File: src/rtl/mem_port_arbiter.sv
// Arbiter sharing one single-port memory between instruction fetch and data access.
// Optional misaligned-address rejection is enabled by defining ARB_MISALIGN_CHK_EN.
`ifndef WIDTH
`define WIDTH 32
`endif

module mem_port_arbiter #(
  parameter int WIDTH      = `WIDTH,
  parameter int MEM_LAT    = 2,
  parameter int STARVE_MAX = 3
) (
  input  logic             clk,
  input  logic             rst,
  input  logic             if_req,
  input  logic [WIDTH-1:0] if_addr,
  output logic [WIDTH-1:0] if_rdata,
  output logic             if_ready,
  input  logic             dm_req,
  input  logic             dm_we,
  input  logic [WIDTH-1:0] dm_addr,
  input  logic [WIDTH-1:0] dm_wdata,
  output logic [WIDTH-1:0] dm_rdata,
  output logic             dm_ready,
  output logic             mem_en,
  output logic             mem_we,
  output logic [WIDTH-1:0] mem_addr,
  output logic [WIDTH-1:0] mem_wdata,
  input  logic [WIDTH-1:0] mem_rdata,
  output logic             stall_fetch,
  output logic             stall_mem,
`ifdef ARB_MISALIGN_CHK_EN
  output logic             misalign,
`endif
  output logic             busy
);

  typedef enum logic {
    S_IDLE   = 1'b0,
    S_ACCESS = 1'b1
  } state_t;

  localparam logic [2:0] CNT_INIT   = 3'(MEM_LAT - 1);
  localparam logic [3:0] STARVE_LIM = 4'(STARVE_MAX);

  state_t           state_q, state_d;
  logic [2:0]       cnt_q, cnt_d;
  logic [3:0]       starve_q, starve_d;
  logic             owner_q, owner_d;
  logic             mem_en_q, mem_en_d;
  logic             mem_we_q, mem_we_d;
  logic [WIDTH-1:0] mem_addr_q, mem_addr_d;
  logic [WIDTH-1:0] mem_wdata_q, mem_wdata_d;
  logic [WIDTH-1:0] if_rdata_q, if_rdata_d;
  logic [WIDTH-1:0] dm_rdata_q, dm_rdata_d;
  logic             if_ready_q, if_ready_d;
  logic             dm_ready_q, dm_ready_d;
`ifdef ARB_MISALIGN_CHK_EN
  logic             misalign_q, misalign_d;
`endif

  logic             if_elig_s;
  logic             dm_elig_s;
  logic             grant_s;
  logic             pick_dm_s;
  logic [WIDTH-1:0] sel_addr_s;
  logic             misaligned_s;
  logic [3:0]       starve_inc_s;

  // A requester whose ready is high this cycle is already served and must not be re-granted.
  assign if_elig_s    = if_req & ~if_ready_q;
  assign dm_elig_s    = dm_req & ~dm_ready_q;
  assign grant_s      = if_elig_s | dm_elig_s;
  assign pick_dm_s    = dm_elig_s & ~(if_elig_s & (starve_q == STARVE_LIM));
  assign sel_addr_s   = pick_dm_s ? dm_addr : if_addr;
  assign starve_inc_s = (starve_q == STARVE_LIM) ? STARVE_LIM : (starve_q + 4'd1);
`ifdef ARB_MISALIGN_CHK_EN
  assign misaligned_s = (sel_addr_s[1:0] != 2'b00);
`else
  assign misaligned_s = 1'b0;
`endif

  // Next-state, arbitration and access sequencing.
  always_comb begin
    state_d     = state_q;
    cnt_d       = cnt_q;
    starve_d    = starve_q;
    owner_d     = owner_q;
    mem_en_d    = mem_en_q;
    mem_we_d    = mem_we_q;
    mem_addr_d  = mem_addr_q;
    mem_wdata_d = mem_wdata_q;
    if_rdata_d  = if_rdata_q;
    dm_rdata_d  = dm_rdata_q;
    if_ready_d  = 1'b0;
    dm_ready_d  = 1'b0;
`ifdef ARB_MISALIGN_CHK_EN
    misalign_d  = 1'b0;
`endif
    case (state_q)
      S_IDLE: begin
        mem_en_d = 1'b0;
        mem_we_d = 1'b0;
        if (grant_s) begin
          if (pick_dm_s) begin
            starve_d = if_elig_s ? starve_inc_s : 4'd0;
          end else begin
            starve_d = 4'd0;
          end
          if (misaligned_s) begin
            // Rejected without touching memory; only the owner's ready pulses.
`ifdef ARB_MISALIGN_CHK_EN
            misalign_d = 1'b1;
`endif
            if (pick_dm_s) begin
              dm_ready_d = 1'b1;
            end else begin
              if_ready_d = 1'b1;
            end
          end else begin
            state_d    = S_ACCESS;
            cnt_d      = CNT_INIT;
            owner_d    = pick_dm_s;
            mem_en_d   = 1'b1;
            mem_we_d   = pick_dm_s & dm_we;
            mem_addr_d = sel_addr_s;
            if (pick_dm_s) begin
              mem_wdata_d = dm_wdata;
            end else begin
              mem_wdata_d = mem_wdata_q;
            end
          end
        end else begin
          state_d = S_IDLE;
        end
      end
      S_ACCESS: begin
        if (cnt_q == 3'd0) begin
          state_d  = S_IDLE;
          mem_en_d = 1'b0;
          mem_we_d = 1'b0;
          if (owner_q) begin
            dm_ready_d = 1'b1;
            if (!mem_we_q) begin
              dm_rdata_d = mem_rdata;
            end else begin
              dm_rdata_d = dm_rdata_q;
            end
          end else begin
            if_ready_d = 1'b1;
            if_rdata_d = mem_rdata;
          end
        end else begin
          cnt_d = cnt_q - 3'd1;
        end
      end
      default: begin
        state_d = S_IDLE;
      end
    endcase
  end

  // State and output registers with synchronous reset.
  always_ff @(posedge clk) begin
    if (rst) begin
      state_q     <= S_IDLE;
      cnt_q       <= 3'd0;
      starve_q    <= 4'd0;
      owner_q     <= 1'b0;
      mem_en_q    <= 1'b0;
      mem_we_q    <= 1'b0;
      mem_addr_q  <= {WIDTH{1'b0}};
      mem_wdata_q <= {WIDTH{1'b0}};
      if_rdata_q  <= {WIDTH{1'b0}};
      dm_rdata_q  <= {WIDTH{1'b0}};
      if_ready_q  <= 1'b0;
      dm_ready_q  <= 1'b0;
`ifdef ARB_MISALIGN_CHK_EN
      misalign_q  <= 1'b0;
`endif
    end else begin
      state_q     <= state_d;
      cnt_q       <= cnt_d;
      starve_q    <= starve_d;
      owner_q     <= owner_d;
      mem_en_q    <= mem_en_d;
      mem_we_q    <= mem_we_d;
      mem_addr_q  <= mem_addr_d;
      mem_wdata_q <= mem_wdata_d;
      if_rdata_q  <= if_rdata_d;
      dm_rdata_q  <= dm_rdata_d;
      if_ready_q  <= if_ready_d;
      dm_ready_q  <= dm_ready_d;
`ifdef ARB_MISALIGN_CHK_EN
      misalign_q  <= misalign_d;
`endif
    end
  end

  assign if_rdata    = if_rdata_q;
  assign if_ready    = if_ready_q;
  assign dm_rdata    = dm_rdata_q;
  assign dm_ready    = dm_ready_q;
  assign mem_en      = mem_en_q;
  assign mem_we      = mem_we_q;
  assign mem_addr    = mem_addr_q;
  assign mem_wdata   = mem_wdata_q;
  assign stall_fetch = if_req & ~if_ready_q;
  assign stall_mem   = dm_req & ~dm_ready_q;
  assign busy        = (state_q == S_ACCESS);
`ifdef ARB_MISALIGN_CHK_EN
  assign misalign    = misalign_q;
`endif

endmodule

File: config.mk
export PLATFORM = sky130hd
export DESIGN_NAME = mem_port_arbiter
export DESIGN_NICKNAME = d
export VERILOG_FILES = /design/src/rtl/mem_port_arbiter.sv
export SDC_FILE = /design/constraint.sdc
export NUM_CORES = 1
export LEC_CHECK = 0
export BUFFER_PORTS_ARGS = -buffer_cell sky130_fd_sc_hd__buf_2
export CAP_MARGIN = 20
export CORE_UTILIZATION = 45
export DETAILED_ROUTE_END_ITERATION = 8
export GPL_TIMING_DRIVEN = 0
export PLACE_DENSITY = 0.75
export SLEW_MARGIN = 30
export SYNTH_ARGS = -nofsm -noshare
export SYNTH_HDL_FRONTEND = slang
export SYNTH_SLANG_ARGS = --single-unit
export TNS_END_PERCENT = 100
File: constraint.sdc
create_clock -name clk -period 2.1 [get_ports clk]
set_input_delay 0.105 -clock clk [delete_from_list [all_inputs] [get_ports clk]]
set_output_delay 0.105 -clock clk [all_outputs]
set_load 0.05 [all_outputs]
* Word level (Yosys, flattened, before mapping)
Index checks and enable logic that the tools add are counted.
** Word-level totals
- Word-level logic and storage cells :: 56
- Flip-flop bits (word level) :: 141
** Operators by class
- Bitwise gates (word level) :: 12
- Add/subtract/negate cells :: 2
- Equality and inequality tests :: 4
- Mux-type cells :: 20
- Reduce and logical (&&, ||, !) cells :: 6
** Operator list (count)
- $mux W32 :: 1
- $mux W4 :: 3
- $pmux W1 S2 :: 5
- $mux W1 :: 8
- $mux W3 :: 2
- $not A1 Y1 :: 6
- $pmux W3 S2 :: 1
- $reduce_and A3 Y1 :: 2
- $and A1 B1 Y1 :: 5
- $add A4 B1 Y4 const B :: 1
- $eq A4 B2 Y1 const B :: 1
- $ne A2 B2 Y1 const B :: 2
- $reduce_and A2 Y1 :: 2
- $reduce_and A4 Y1 :: 1
- $logic_not A3 Y1 :: 1
- $sub A3 B1 Y3 const B :: 1
- $ne A2 B1 Y1 const B :: 1
- $or A1 B1 Y1 :: 1

* Logic depth before layout (Yosys ltp)
- Word-level depth :: 8
- Depth in mapped cells :: 8
- Gate-level depth less buffers :: 6

* Least setup slack after synthesis
OpenSTA, ideal clock, no wires.
- Kind :: register to register
- Start :: register if_ready_q (netlist: if_ready)
- End :: register mem_addr_q[10] (netlist: mem_addr[10])
- Stages on the path, launching flop included :: 7
- Setup slack :: 135 ps
- Setup time :: 127 ps
- Arrival time :: 1838 ps
- Path buffers :: 1
- Period minus slack after synthesis :: 1965 ps
- Cells stage by stage :: dfxtp_1 > nand2b_1 > inv_2 > a21oi_4 > buf_12 > mux2i_1 > o2bb2ai_1
** Between the ends
- Word-level cells in the longest chain between the ends :: 6
** RTL lines
- start: declaration :: RTL line 55 : logic if_ready_q, if_ready_d;
- start signal: assignment :: RTL line 191 : if_ready_q <= if_ready_d;
- $not A1 Y1 *
- $and A1 B1 Y1 *
- via stall_fetch :: RTL line 29 : output logic stall_fetch,
- $and A1 B1 Y1 :: RTL line 73 : assign pick_dm_s = dm_elig_s & ~(if_elig_s & (starve_q == STARVE_LIM));
- $not A1 Y1 :: RTL line 73
- $and A1 B1 Y1 :: RTL line 73
- $mux W32 :: RTL line 74 : assign sel_addr_s = pick_dm_s ? dm_addr : if_addr;
- end signal: assignment :: RTL line 171 : mem_addr_q <= {WIDTH{1'b0}};
- end signal: assignment :: RTL line 187 : mem_addr_q <= mem_addr_d;
- end: declaration :: RTL line 51 : logic [WIDTH-1:0] mem_addr_q, mem_addr_d;
The timed path passes the listed nets; every way through them passes the cells marked *.
A chain may end at the register's enable or synchronous reset.

* Worst setup path after layout
- Start :: register dm_ready_q (netlist: dm_ready)
- End :: register mem_addr_q[24] (netlist: mem_addr[24])
** Between the ends
- Word-level cells in the longest chain between the ends :: 4
** RTL lines
- start: declaration :: RTL line 56 : logic dm_ready_q, dm_ready_d;
- start signal: assignment :: RTL line 192 : dm_ready_q <= dm_ready_d;
- $not A1 Y1 * :: RTL line 71 : assign dm_elig_s = dm_req & ~dm_ready_q;
- $and A1 B1 Y1 * :: RTL line 71
- $and A1 B1 Y1 or $or A1 B1 Y1 (tied branches) :: RTL line 73, 72
- $mux W32 or $reduce_and A2 Y1 (tied branches)
Mark *: on every way between the ends. The rest lies on a longest branch, timed or not.

==> metrics <==
status=completed; initial core utilization=0.462; post-place instance area=6790 µm²; register area=between 2000 and 3000 µm²; CP startpoint kind=flip-flop; fmax=0.520 GHz; Hold Violations, Final=0; routed vias=between 5000 and 6000; first drt pass iteration count=4; ys flop type=dfxtp_1; post-route setup slack=0.179 ns; total CTS buffers=17; # rows=39; Leak=4.00 nW; # H-tree levels=4; Tcrit/Tclk final=0.915; number of DRC markers in iteration 0=roughly 290; gr usage total=0.289; multi-input logic area=around 2200 µm²; final hold slack=0.0214 ns; slew margin rel.=0.607; vias per cell=4.99; Crit Path Class=reg2reg; Slew Limit Fails=0; Remaining DRCs=0; clk root buf=clkbuf_16; Fin Setup TNS=0 ns; P_int=just over 5 mW; share of layout cells above drive strength 1=0.317; largest net degree at the start of global routing=17; Syn Inst Count=a little under 600; Setup-failing EPs final=0; gpl congestion=roughly 0.80; largest fanout on the critical path=10; syn nets=between 700 and 800; RSZ-0062 raised after global routing=false; Fillers=about 800; Hold Crit Class=in2reg; clock skew=between 0.01 and 0.015 ns; Port Buffers=between 200 and 300; asr flop ratio synth=0; Worst EP arrival=approximately 2.3 ns; final core utilization=0.755; Critical Path Max Stage Delay=0.45 ns; Clk pwr share=0.380; Worst-path clk slew=roughly 0.050 ns; sequential element share of the synthesized area=0.535; HPWL after detailed placement=around 11000 µm; CORE AREA=about 11000 µm²; hold path cells=3; EDFF count, synth=0; min cycle time layout=roughly 1.9 ns; actual slew at the worst max-slew pin=0.589 ns; Net Switching=2.27 mW; Routed wire per std cell=about 15 µm; sequential share of power=0.397; R2R depth=5; Sink Count=between 100 and 150; Pwr per Cell Area=860 nW/µm²; initial antenna violation count=0; pre-CTS setup slack=~0.21 ns; CTS tree=done; switching part of the total=0.306; Detail Route Antenna Nets=0; I/O pin cnt=268; Netlist Area Pre-Place=5280 µm²; syn avg cell area=8.86 µm²; Final #Nets=roughly 1100; CTS max path bufs=2; final wirelength=~18000 µm; Yosys cell types=36; required time worst endpoint=about 2.4 ns; max cap viols=0; # diodes=0; Die W=between 100 and 150 µm; Die Ht=around 110 µm; global-route wire length before repair=roughly 27000 µm; Final Cell Area=8630 µm²; maximum vdd drop=around 0.73 mV; YS warnings=0; clock latency on the worst-skew pair=0.42 ns; area delta synth->final=63.4%; r2r setup slk=around 0.18 ns; crit path cell chain=nand2b_1 -> a21oi_2 -> nor2_1 -> clkbuf_1 -> o2bb2ai_1; Crit-path slowest cell=clkbuf_1; Combinational Power Share=0.223; Worst Setup End Kind=flip-flop; vias in the first global route=5677; Yosys reg bits=141; total gr overflow=0; die area=about 12000 µm²
[Yosys cell counts (3+ instances only)]
cell type | number | share of area
o2bb2ai_1 | 32 | 0.053
o21ai_0 | 3 | 0.0028
a21oi_1 | 99 | 0.094
ha_1 | 3 | 0.0071
dfxtp_1 | 141 | 0.53
buf_2 | 10 | 0.0095
inv_1 | 5 | 0.0036
buf_4 | 6 | 0.0085
clkbuf_1 | 22 | 0.016
mux2i_1 | 32 | 0.061
buf_12 | 3 | 0.011
nor2_1 | 11 | 0.0078
nand2_1 | 196 | 0.14
nand2b_1 | 4 | 0.0047
nand3_1 | 5 | 0.0047
[kinds of logic (layout without fill, tap and decap cells)]
| family | Yosys count | count (layout) | synth area share |
|---|---|---|---|
| AND/OR/NAND/NOR | 228 | 228 | 0.178 |
| adder cells (fa/ha/maj) | 3 | 3 | 0.00711 |
| XOR/XNOR | 1 | 1 | 0.00166 |
| multiplexers | 32 | 32 | 0.0607 |
| flip-flops | 141 | 141 | 0.535 |
| buffers and inverters | 48 | 472 | 0.0500 |
| AO/OA/AOI/OAI | 143 | 143 | 0.168 |
[final timing paths]
check,from,to
max,dm_ready$_SDFF_PP0_,mem_addr[24]$_SDFFE_PP0P_
min,dm_addr[1],mem_addr[1]$_SDFFE_PP0P_
max reg2reg,dm_ready$_SDFF_PP0_,mem_addr[24]$_SDFFE_PP0P_
min reg2reg,dm_rdata[10]$_SDFFE_PP0P_,dm_rdata[10]$_SDFFE_PP0P_
[sequential cells by signal, indices dropped and copies added, names as in the netlist]
register,count
mem_en,1
if_rdata,32
if_ready,1
busy,1
owner_q,1
cnt_q,3
dm_rdata,32
mem_addr,32
mem_wdata,32
starve_q,4
mem_we,1
dm_ready,1
[through the flow]
step / cells / power, mW
finish: 1163 / 7.42
global route: 1163 / 7.70
CTS: 1163 / 7.41
detailed placement: 1005 / 4.43
global placement: 1005 / 4.41
floorplan: 596 / 4.01
[power by group through the flow]
stage	registers, mW	logic (mW)	clock network [mW]
after floorplan	3.57	0.439	0
after global placement	2.99	1.42	0
after detailed placement	2.99	1.43	0
after CTS	2.94	1.62	2.85
after global routing	2.96	1.76	2.98
final	2.94	1.65	2.82
[per-layer routing]
layer / global-route usage / share of wire
met4: 0.155 / 0.033
met1: 0.300 / 0.38
met5: 0 / 0
met2: 0.514 / 0.50
met3: 0.0941 / 0.088
[critical path: cells and delay by family, from the launching register on]
| kind | cells | cell delay (ns) |
|---|---|---|
| simple gates | 2 | 0.64 |
| buf+inv | 1 | 0.45 |
| flops | 1 | 0.40 |
| compound gates | 2 | 0.34 |
[timing repair]
| item | CTS | global route |
|---|---|---|
| setup buffers | 0 | 0 |
| resized for setup | 0 | 4 |
| hold endpoints to repair | 129 | 0 |
| hold buffers | 128 | 0 |
| endpoints found under the setup margin | 0 | 10 |
[placed cells by master (no fill, tap or decap), types with 2 or more instances in the layout]
cell type,instances
buf_2,276
nand3_1,5
clkbuf_8,4
clkbuf_16,17
nand2b_1,4
dfxtp_1,141
nand4b_1,2
dlygate4sd3_1,128
a21oi_1,99
nand3b_1,2
inv_1,5
mux2i_1,32
o2bb2ai_1,32
o21ai_0,3
clkbuf_2,2
a21oi_4,2
clkbuf_1,23
nor2_1,11
clkinv_2,3
ha_1,3
buf_4,6
buf_12,3
nand2_1,196
[area by class of cell]
class / count / area share
timing repair buffer: 394 / 0.303
tap: 143 / 0.0207
inverter: 6 / 0.00261
clock inverter: 6 / 0.00711
clock buffer: 24 / 0.0570
multi-input combinational: 407 / 0.254
sequential: 141 / 0.327
buffer: 42 / 0.0283
Note: power is estimated with default switching activity, not from simulation.
